===== src/rtl/spi_flash_reader.sv =====
// SPI NOR flash read controller (mode 0): random-address reads plus CS-held sequential streaming.
// Define SPI_FLASH_FAST_READ_EN to issue FAST READ (0x0B) with 8 dummy clocks instead of READ (0x03).
module spi_flash_reader #(
    parameter int unsigned CLK_DIV        = 2,
    parameter int unsigned CS_HIGH_MIN    = 4,
    parameter logic [15:0] STARTUP_CYCLES = 16'd300
) (
    input  logic        clk,
    input  logic        rst_n,
    input  logic [23:0] flash_addr,
    input  logic        flash_req_r_addr,
    input  logic        flash_req_r_next,
    output logic        flash_d_ready,
    output logic [7:0]  flash_d_out,
    output logic        spi_cs_n,
    output logic        spi_sclk,
    output logic        spi_mosi,
    input  logic        spi_miso
);

    typedef enum logic [3:0] {
        ST_STARTUP,
        ST_IDLE,
        ST_CS_HIGH,
        ST_CS_SETUP,
        ST_CMD,
        ST_ADDR,
        ST_DUMMY,
        ST_DATA,
        ST_READY
    } state_e;

`ifdef SPI_FLASH_FAST_READ_EN
    localparam logic [7:0] READ_CMD = 8'h0B;
`else
    localparam logic [7:0] READ_CMD = 8'h03;
`endif

    localparam logic [15:0] DIV_LAST     = 16'(CLK_DIV - 1);
    localparam logic [15:0] CS_HIGH_LAST = 16'(CS_HIGH_MIN - 1);
    localparam logic [15:0] STARTUP_LAST = STARTUP_CYCLES - 16'd1;

    state_e      state_q, state_d;
    logic [15:0] wait_q, wait_d;
    logic [15:0] div_q, div_d;
    logic [5:0]  bit_q, bit_d;
    logic        sclk_q, sclk_d;
    logic        cs_n_q, cs_n_d;
    logic [31:0] tx_q, tx_d;
    logic [7:0]  rx_q, rx_d;
    logic [23:0] addr_q, addr_d;
    logic        pending_q, pending_d;
    logic [7:0]  dout_q, dout_d;
    logic        ready_q, ready_d;
    logic        half_end;
    logic        bit_done;

    always_comb begin
        state_d   = state_q;
        wait_d    = wait_q;
        div_d     = div_q;
        bit_d     = bit_q;
        sclk_d    = sclk_q;
        tx_d      = tx_q;
        rx_d      = rx_q;
        addr_d    = addr_q;
        pending_d = pending_q;
        dout_d    = dout_q;
        ready_d   = ready_q;
        half_end  = (div_q == DIV_LAST);
        bit_done  = 1'b0;

        // Shared bit engine: MISO sampled as SCLK rises, MOSI advances as SCLK falls.
        if (state_q inside {ST_CMD, ST_ADDR, ST_DUMMY, ST_DATA}) begin
            if (half_end) begin
                div_d = '0;
                if (!sclk_q) begin
                    sclk_d = 1'b1;
                    if (state_q == ST_DATA) rx_d = {rx_q[6:0], spi_miso};
                end else begin
                    sclk_d   = 1'b0;
                    tx_d     = {tx_q[30:0], 1'b0};
                    bit_d    = bit_q - 6'd1;
                    bit_done = (bit_q == 6'd1);
                end
            end else begin
                div_d = div_q + 16'd1;
            end
        end

        case (state_q)
            ST_STARTUP: begin
                if (wait_q == '0) begin
                    if (pending_q) begin
                        state_d   = ST_CS_SETUP;
                        wait_d    = DIV_LAST;
                        pending_d = 1'b0;
                    end else begin
                        state_d = ST_IDLE;
                    end
                end else begin
                    wait_d = wait_q - 16'd1;
                end
            end
            ST_IDLE: ;
            ST_CS_HIGH: begin
                if (wait_q == '0) begin
                    state_d = ST_CS_SETUP;
                    wait_d  = DIV_LAST;
                end else begin
                    wait_d = wait_q - 16'd1;
                end
            end
            ST_CS_SETUP: begin
                if (wait_q == '0) begin
                    state_d = ST_CMD;
                    div_d   = '0;
                    sclk_d  = 1'b0;
                    bit_d   = 6'd8;
                    tx_d    = {READ_CMD, addr_q};
                end else begin
                    wait_d = wait_q - 16'd1;
                end
            end
            ST_CMD: begin
                if (bit_done) begin
                    state_d = ST_ADDR;
                    bit_d   = 6'd24;
                end
            end
            ST_ADDR: begin
                if (bit_done) begin
`ifdef SPI_FLASH_FAST_READ_EN
                    state_d = ST_DUMMY;
`else
                    state_d = ST_DATA;
`endif
                    bit_d = 6'd8;
                end
            end
            ST_DUMMY: begin
                if (bit_done) begin
                    state_d = ST_DATA;
                    bit_d   = 6'd8;
                end
            end
            ST_DATA: begin
                if (bit_done) begin
                    state_d = ST_READY;
                    dout_d  = rx_q;
                    ready_d = 1'b1;
                end
            end
            ST_READY: begin
                if (flash_req_r_next) begin
                    state_d = ST_DATA;
                    bit_d   = 6'd8;
                    div_d   = '0;
                    ready_d = 1'b0;
                end
            end
            default: state_d = ST_STARTUP;
        endcase

        // A new address overrides everything else, including a simultaneous next request.
        if (flash_req_r_addr) begin
            addr_d  = flash_addr;
            ready_d = 1'b0;
            sclk_d  = 1'b0;
            tx_d    = '0;
            div_d   = '0;
            case (state_q)
                ST_STARTUP: begin
                    if (wait_q == '0) begin
                        state_d   = ST_CS_SETUP;
                        wait_d    = DIV_LAST;
                        pending_d = 1'b0;
                    end else begin
                        pending_d = 1'b1;
                    end
                end
                ST_IDLE, ST_CS_SETUP: begin
                    state_d = ST_CS_SETUP;
                    wait_d  = DIV_LAST;
                end
                default: begin
                    state_d = ST_CS_HIGH;
                    wait_d  = CS_HIGH_LAST;
                end
            endcase
        end

        cs_n_d = (state_d inside {ST_STARTUP, ST_IDLE, ST_CS_HIGH});
    end

    always_ff @(posedge clk or negedge rst_n) begin
        if (!rst_n) begin
            state_q   <= ST_STARTUP;
            wait_q    <= STARTUP_LAST;
            div_q     <= '0;
            bit_q     <= '0;
            sclk_q    <= 1'b0;
            cs_n_q    <= 1'b1;
            tx_q      <= '0;
            rx_q      <= '0;
            addr_q    <= '0;
            pending_q <= 1'b0;
            dout_q    <= '0;
            ready_q   <= 1'b0;
        end else begin
            state_q   <= state_d;
            wait_q    <= wait_d;
            div_q     <= div_d;
            bit_q     <= bit_d;
            sclk_q    <= sclk_d;
            cs_n_q    <= cs_n_d;
            tx_q      <= tx_d;
            rx_q      <= rx_d;
            addr_q    <= addr_d;
            pending_q <= pending_d;
            dout_q    <= dout_d;
            ready_q   <= ready_d;
        end
    end

    assign spi_cs_n      = cs_n_q;
    assign spi_sclk      = sclk_q;
    assign spi_mosi      = tx_q[31];
    assign flash_d_ready = ready_q;
    assign flash_d_out   = dout_q;

endmodule


===== config.mk =====
export PLATFORM = sky130hd
export DESIGN_NAME = spi_flash_reader
export DESIGN_NICKNAME = d
export VERILOG_FILES = /design/src/rtl/spi_flash_reader.sv
export SDC_FILE = /design/constraint.sdc
export NUM_CORES = 1
export LEC_CHECK = 0
export CAP_MARGIN = 20
export CORE_MARGIN = 5
export CORE_UTILIZATION = 53
export CTS_BUF_LIST = sky130_fd_sc_hd__clkbuf_16
export CTS_CLUSTER_SIZE = 16
export DETAILED_ROUTE_END_ITERATION = 16
export HOLD_SLACK_MARGIN = 0.15
export PLACE_DENSITY = 0.76
export SETUP_SLACK_MARGIN = 0.5
export SYNTH_ARGS = -nofsm -noshare
export SYNTH_HDL_FRONTEND = slang
export SYNTH_SLANG_ARGS = --single-unit

===== constraint.sdc =====
create_clock -name clk -period 2.54 [get_ports clk]
set_input_delay 0.381 -clock clk [delete_from_list [all_inputs] [get_ports clk]]
set_output_delay 0.381 -clock clk [all_outputs]
set_load 0.01 [all_outputs]

==> flow_metrics.py <==
metrics = {
    "run_status": {
        "status": "finished, final reports clean",
    },
    "worst_setup_path": {
        "worst-setup-path-type": "reg -> reg",
        "end_kind": "register",
        "worstPathArrival_ps": 2860,
        "worstRegToRegCells": 9,
        "critPathMaxStageDelay_ps": 470,
        "critPathLaunch": "div_q[1]$_DFF_PN0_",
        "crit_top_cell": "a21oi_1",
        "required_ps": 2870,
        "path_max_fanout": 5,
        "critPathSlowestCell": "or4b_4",
        "reg2reg_from": "div_q[1]$_DFF_PN0_",
        "worstSetupStartpointType": "register",
        "critical_path.cell_chain": "inv_1 -> ha_1 -> or4b_4 -> or3_4 -> buf_4 -> nor4_1 -> a21oi_1 -> or2_2 -> a21oi_1",
    },
    "layout": {
        "fin_nets": 672,
        "areaGrowthSynthToFinish_pct": 34.4,
        "fillerInstances": 734,
        "stdcell_count": 788,
        "drive_gt1_share_pct": 30.2,
        "n_antenna_cell": 0,
    },
    "placed_design": {
        "placed_cells": 728,
        "post-dp-hpwl_um": 8090,
        "io_buffer_count": 40,
        "gp_routability_congestion": 0.841,
        "dpl_worst_slack_ps": 22.2,
    },
    "drt": {
        "wl_per_cell_um": 17.9,
        "first_pass_iters": 5,
        "drc": 0,
        "drtAntennaViolNets": 0,
        "first_iter_violations": 322,
        "vias": 4624,
        "via_per_inst": 5.87,
        "routed_wl_um": 14100,
    },
    "timing": {
        "period_share_pct": 99.6,
        "period_minus_slack_ps": 2530,
        "worst_pin_slew_ps": 549,
        "slew_headroom_pct": 63.4,
        "setup_viol": 0,
        "finClkSkew_ps": 7.40,
        "slew_viol_final": 0,
        "rsz0062_at_grt": "yes",
        "finalHoldViolCount": 0,
        "maxClockFrequency_mhz": 395,
        "setup_ws_ps": 9.23,
    },
    "floorplanning": {
        "die_y_um": 114,
        "rows": 38,
        "io_pins": 41,
        "core_um2": 10700,
        "die_w_um": 114,
        "initial_core_util_pct": 53.6,
        "design.die.area_um2": 13000,
    },
    "synthesis": {
        "ys.warnings.count": 0,
        "synthesis.area_um2": 5760,
        "synth_edf_count": 0,
        "syn_area_per_cell_um2": 10.4,
        "seq_area_frac_synth_pct": 51.4,
        "yosysUniqueCellTypes": 58,
        "syn_inst": 551,
        "synth_fp_nets": 587,
        "synth_top_flop_cell": "dfrtp_1",
        "synth_seq_cells": 118,
        "async_flop_share_pct": 100,
    },
    "grt": {
        "grt_max_degree": 61,
        "grt_use_met2_pct": 34.9,
        "met1_usage_pct": 29.1,
        "grt.overflow.total": 0,
        "grt_util_met3_pct": 5.60,
        "antenna_found_initial": 0,
        "grt_usage_pct": 21.9,
        "grt_first_pass_wirelength_um": 22600,
        "grt_pass1_vias": 4595,
        "busiest_layer": "met2",
    },
    "min_path": {
        "min_path_type": "in -> reg",
        "hold_depth": 2,
        "hp-start": "flash_req_r_addr",
    },
    "power": {
        "switching_power_w": 0.00272,
        "p_comb_share_pct": 37.3,
        "seqPwrFrac_pct": 33.0,
        "power_w": 0.00781,
        "leakage_nw": 3.28,
        "clkPwrFrac_pct": 29.7,
        "p_per_area_nw_per_um2": 1010,
        "switching_share_pct": 34.9,
        "vdd.ir_drop.worst_uv": 669,
        "intPower_w": 0.00508,
    },
    "clocking": {
        "cts_max_path_buffers": 2,
        "cts_tree": "built",
        "clockRootBuffer": "clkbuf_16",
        "htreeDepth": 4,
        "cts.sinks": 118,
        "path_clk_slew_ps": 50,
        "numCtsBuffers": 17,
        "clk_latency_ps": 410,
    },
    "run": {
        "maxCapViolations": 0,
    },
}
==> layout by cell type (no fill, tap or decap), types with 5 or more instances in the layout <==
cell type,synthesis,layout
nand2_2,0,5
dfstp_2,6,6
clkdlybuf4s50_1,0,38
a21oi_1,30,24
nor4_4,2,6
xor2_1,10,10
xnor2_1,10,9
buf_4,1,38
nand2_1,43,36
or3_4,1,5
buf_12,0,5
ha_1,7,5
nor2_1,75,71
buf_6,4,7
clkinv_2,0,5
nand3_1,17,13
mux2_2,41,34
mux2i_1,24,24
nand4_1,6,6
o21ai_0,10,8
clkbuf_16,0,19
inv_1,13,16
mux2_4,0,7
a211oi_1,27,25
a21oi_2,0,5
nor3_1,15,9
dfrtp_1,112,110
==> Yosys cell counts, types with 6 or more instances <==
cell | n | area, um^2
nand4_1 | 6 | 37.5
a211oi_1 | 27 | 203
clkbuf_1 | 22 | 82.6
nand3_1 | 17 | 85.1
nand2_1 | 43 | 161
inv_1 | 13 | 48.8
nor4_1 | 7 | 43.8
mux2i_1 | 24 | 240
xnor2_1 | 10 | 87.6
o21ai_0 | 10 | 50.1
ha_1 | 7 | 87.6
a21oi_1 | 30 | 150
mux2_2 | 41 | 462
dfrtp_1 | 112 | 2800
nor2_1 | 75 | 282
dfstp_2 | 6 | 158
xor2_1 | 10 | 87.6
a31oi_1 | 7 | 43.8
nor3_1 | 15 | 75.1
or3_1 | 8 | 50.1
==> what timing repair did <==
item | in CTS | in global routing
pin swaps | 16 | 18
setup buffers | 15 | 7
hold buffers | 1 | 0
setup endpoints to repair | 94 | 94
resized for setup | 59 | 36
gates cloned | 4 | 2
hold endpoints to repair | 28 | 0
==> sequential cells by signal, summed over array words and instances, names as in the netlist, 4 cells and up, named ones only <==
| signal | cells |
|---|---|
| addr_q | 24 |
| bit_q | 6 |
| div_q | 16 |
| flash_d_out | 8 |
| rx_q | 8 |
| state_q | 4 |
| tx_q | 32 |
| wait_q | 16 |
==> final cells by class <==
cell class	instances	area (um^2)	area share [%]
Tap cell	140	175	2.26
Timing Repair Buffer	95	947	12.2
Multi-Input combinational cell	391	3040	39.2
Clock buffer	17	425	5.50
Inverter	13	48.8	0.630
Clock inverter	14	145	1.88
Sequential cell	118	2960	38.3
==> power groups by stage <==
stage	clock [W]	combinational (W)	sequential, W
after global routing	0.00246	0.00314	0.00261
after detailed placement	0	0.00205	0.00255
final	0.00232	0.00291	0.00257
after floorplan	0	0.00151	0.00247
after CTS	0.00235	0.00258	0.00253
after global placement	0	0.00198	0.00254
==> final timing paths <==
kind | slack, ps | end
min | 390 | flash_d_ready$_DFFE_PN0P_
min in group asynchronous | 480 | div_q[8]$_DFF_PN0_
max | 9 | bit_q[4]$_DFF_PN0_
max in group asynchronous | 1370 | addr_q[4]$_DFFE_PN0P_
min reg2reg | 500 | addr_q[22]$_DFFE_PN0P_
max reg2reg | 9 | bit_q[4]$_DFF_PN0_
==> kinds of logic after synthesis <==
group                      count (synthesis)  share of synthesized area [%]
and+or+nand+nor                          205                           17.6
DFF                                      118                           51.4
AOI/OAI and AO/OA                         94                           10.8
muxes                                     65                           12.2
buffers and inverters                     42                           3.37
xor gates and xnor gates                  20                           3.04
adders and majority gates                  7                           1.52
==> layer usage <==
metal,share of wire (%),routed length (um),up-vias
li1,-,-,2148
met4,2.0,289,0
met5,0,0,-
met2,51,7190,148
met3,5.0,712,33
met1,42,5920,2295
==> critical path, delay by kind of cell, from the launching register on <==
kind            cells  cell delay (ps)
compound gates      2              230
fa+ha+maj           1              130
buf+inv             2              230
flops               1              380
simple gates        4             1480
==> per-stage QoR <==
step / instance area [um^2] / TNS, ps / hold slack [ps] / utilization, %
finish: 7740 / 0 / 388 / 72.0
global route: 7740 / -103 / 376 / 72.0
CTS: 7470 / 0 / 361 / 69.5
detailed placement: 6450 / 0 / 385 / 60.1
global placement: 6450 / 0 / 385 / 60.1
floorplan: 5810 / 0 / 85.4 / -
Power figures use the tool's default switching activity.
==> RTL change (same flow settings) <==
Reset style: synchronous (`rst_n`), changed in one clocked block.
--- a/src/rtl/spi_flash_reader.sv
+++ b/src/rtl/spi_flash_reader.sv
@@ -194,5 +194,5 @@
     end
 
-    always_ff @(posedge clk or negedge rst_n) begin
+    always_ff @(posedge clk) begin
         if (!rst_n) begin
             state_q   <= ST_STARTUP;
Function: same outputs for any inputs over 10 cycles, from zero or initial values and one cycle with rst_n low; that may be too few to reach the edited logic, so the function may still have changed.
==> RTL change against the original RTL <==
Synthesized area shrank 7.3%; cell area decreased by 11%; sequential share of layout area shrank 3.9 points; sequential cell count is the same; setup slack better by 0.37 ns; routed wire length shrank 9.8%; fmax increased by 17%.
Power is not compared: it rests on default switching activity, and its combinational part moved more than twofold at a synthesized area within 25%.
==> RTL change: results (changes against the original RTL) <==
status complete, no violations; initial antenna violation count 0 (unchanged); Syn Nets 620 (+5.6%); clk root buf clkbuf_16; Worst Tran Pin Value 0.696 ns (+0.147 ns); vias per std cell 5.69 (-3.0%); Hold Crit Class in2reg; Worst EP arrival 2.43 ns (-0.43 ns); cts bufs inserted 17 (unchanged); Antenna Cells 0 (unchanged); 1st-pass router iterations 5 (unchanged); Layout Nets 683 (+1.6%); DP Wirelength 7830 um (-3.2%); start point of the worst hold path flash_req_r_addr; share of layout cells above drive strength 1 0.188 (-0.114); Clock Skews 0.00952 ns (+0.00212 ns); number of global-route vias before repair 4370 (-4.9%); critical path's slowest cell dfxtp_4; Switch Pwr 957 uW; largest net degree at the start of global routing 51 (-16%); Pleak 2.51 nW; Skew-Pair Late Insertion Delay 0.41 ns (about the same); crit start category flip-flop; Peak VDD IR approximately 0.64 mV; number of synthesized flops with an enable pin 0 (unchanged); Yosys warning count 0 (unchanged); first-pass GRT wire length 21000 um (-7.3%); fraction of registers with async set/reset 0 (-1.00); Placement Setup Slack 0.258 ns (+0.236 ns); routability-driven placement congestion ratio 0.895 (+6.4%); CTS H-Tree Depth 4 (unchanged); routed length per placed instance 16.1 um (-10%); Slowest Stage Delay on Critical Path 0.35 ns (-0.12 ns); Largest regs tx_q x32, addr_q x24; Port Buffers 40 (unchanged); top cells by count, synth 118 x dfxtp_1, 67 x nor2_1, 57 x nand2_1, 56 x mux2i_1, 35 x nor2b_1; clock-pin slew on the worst setup and hold paths 0.06 ns; CP delay by family, top simple AND/OR/NAND/NOR gates; Crit Path Max Fanout 2 (-3); reg-to-reg startpoint wait_q[0]; sequential fraction of the synthesis area 0.443 (-0.0716); clk buf depth 2 (unchanged); Synth cell types 63 (+8.6%); Fillers 716 (-2.5%); gr usage total 0.219 (+0.000272); Area contributors post-synth dfxtp_1 44%, mux2i_1 11%, nor2_1 4.7%; number of DRC violations after detailed-routing iteration 0 365 (+13%)
[RTL change: area by class of cell]
class                      count  area share
timing repair buffer          75       0.106
inverter                      12     0.00689
clock buffer                  17      0.0616
sequential                   118       0.344
clock inverter                15      0.0170
tap                          133      0.0241
multi-input combinational    422       0.440
[RTL change: power by group through the flow]
stage / Clock (mW) / Combinational (mW) / Sequential [mW]
after floorplan: 0 / 0.0966 / 1.94
after global placement: 0 / 0.159 / 1.94
after detailed placement: 0 / 0.163 / 1.94
after CTS: 2.20 / 0.177 / 1.90
after global routing: 2.31 / 0.204 / 1.91
final: 2.18 / 0.186 / 1.90
[RTL change: logic make-up after synthesis]
| kind of cell | share of synthesized area |
|---|---|
| AO/OA/AOI/OAI | 0.118 |
| XOR/XNOR | 0.0460 |
| adder cells (fa/ha/maj) | 0.0206 |
| buffers and inverters | 0.0340 |
| flip-flops | 0.443 |
| multiplexers | 0.107 |
| AND/OR/NAND/NOR | 0.231 |
[RTL change: routing by layer]
metal / GRT usage / share of wire
met1: 0.278 / 0.42
met2: 0.354 / 0.49
met3: 0.0553 / 0.055
met4: 0.0923 / 0.028
met5: 0 / 0
[RTL change: metrics by stage]
step / utilization / cells / instance area (um2)
final: 0.703 / 792 / 6900
after global routing: 0.703 / 792 / 6900
after CTS: 0.677 / 782 / 6650
after detailed placement: 0.599 / 736 / 5880
after global placement: 0.599 / 736 / 5880
after floorplan: - / 583 / 5350
[RTL change: final timing paths]
path         slack [ns]  cells after the start         to
max reg2reg        0.37                     10  wait_q[0]
max                0.37                     10  wait_q[0]
min                0.43                      3  addr_q[1]
min reg2reg        0.46                      2   tx_q[28]
[RTL change: timing repair]
item,4_1_cts,5_1_grt
buffers inserted,13,9
cloned,1,1
pin swaps,9,33
endpoints found under the setup margin,78,70
gates resized for setup,23,36
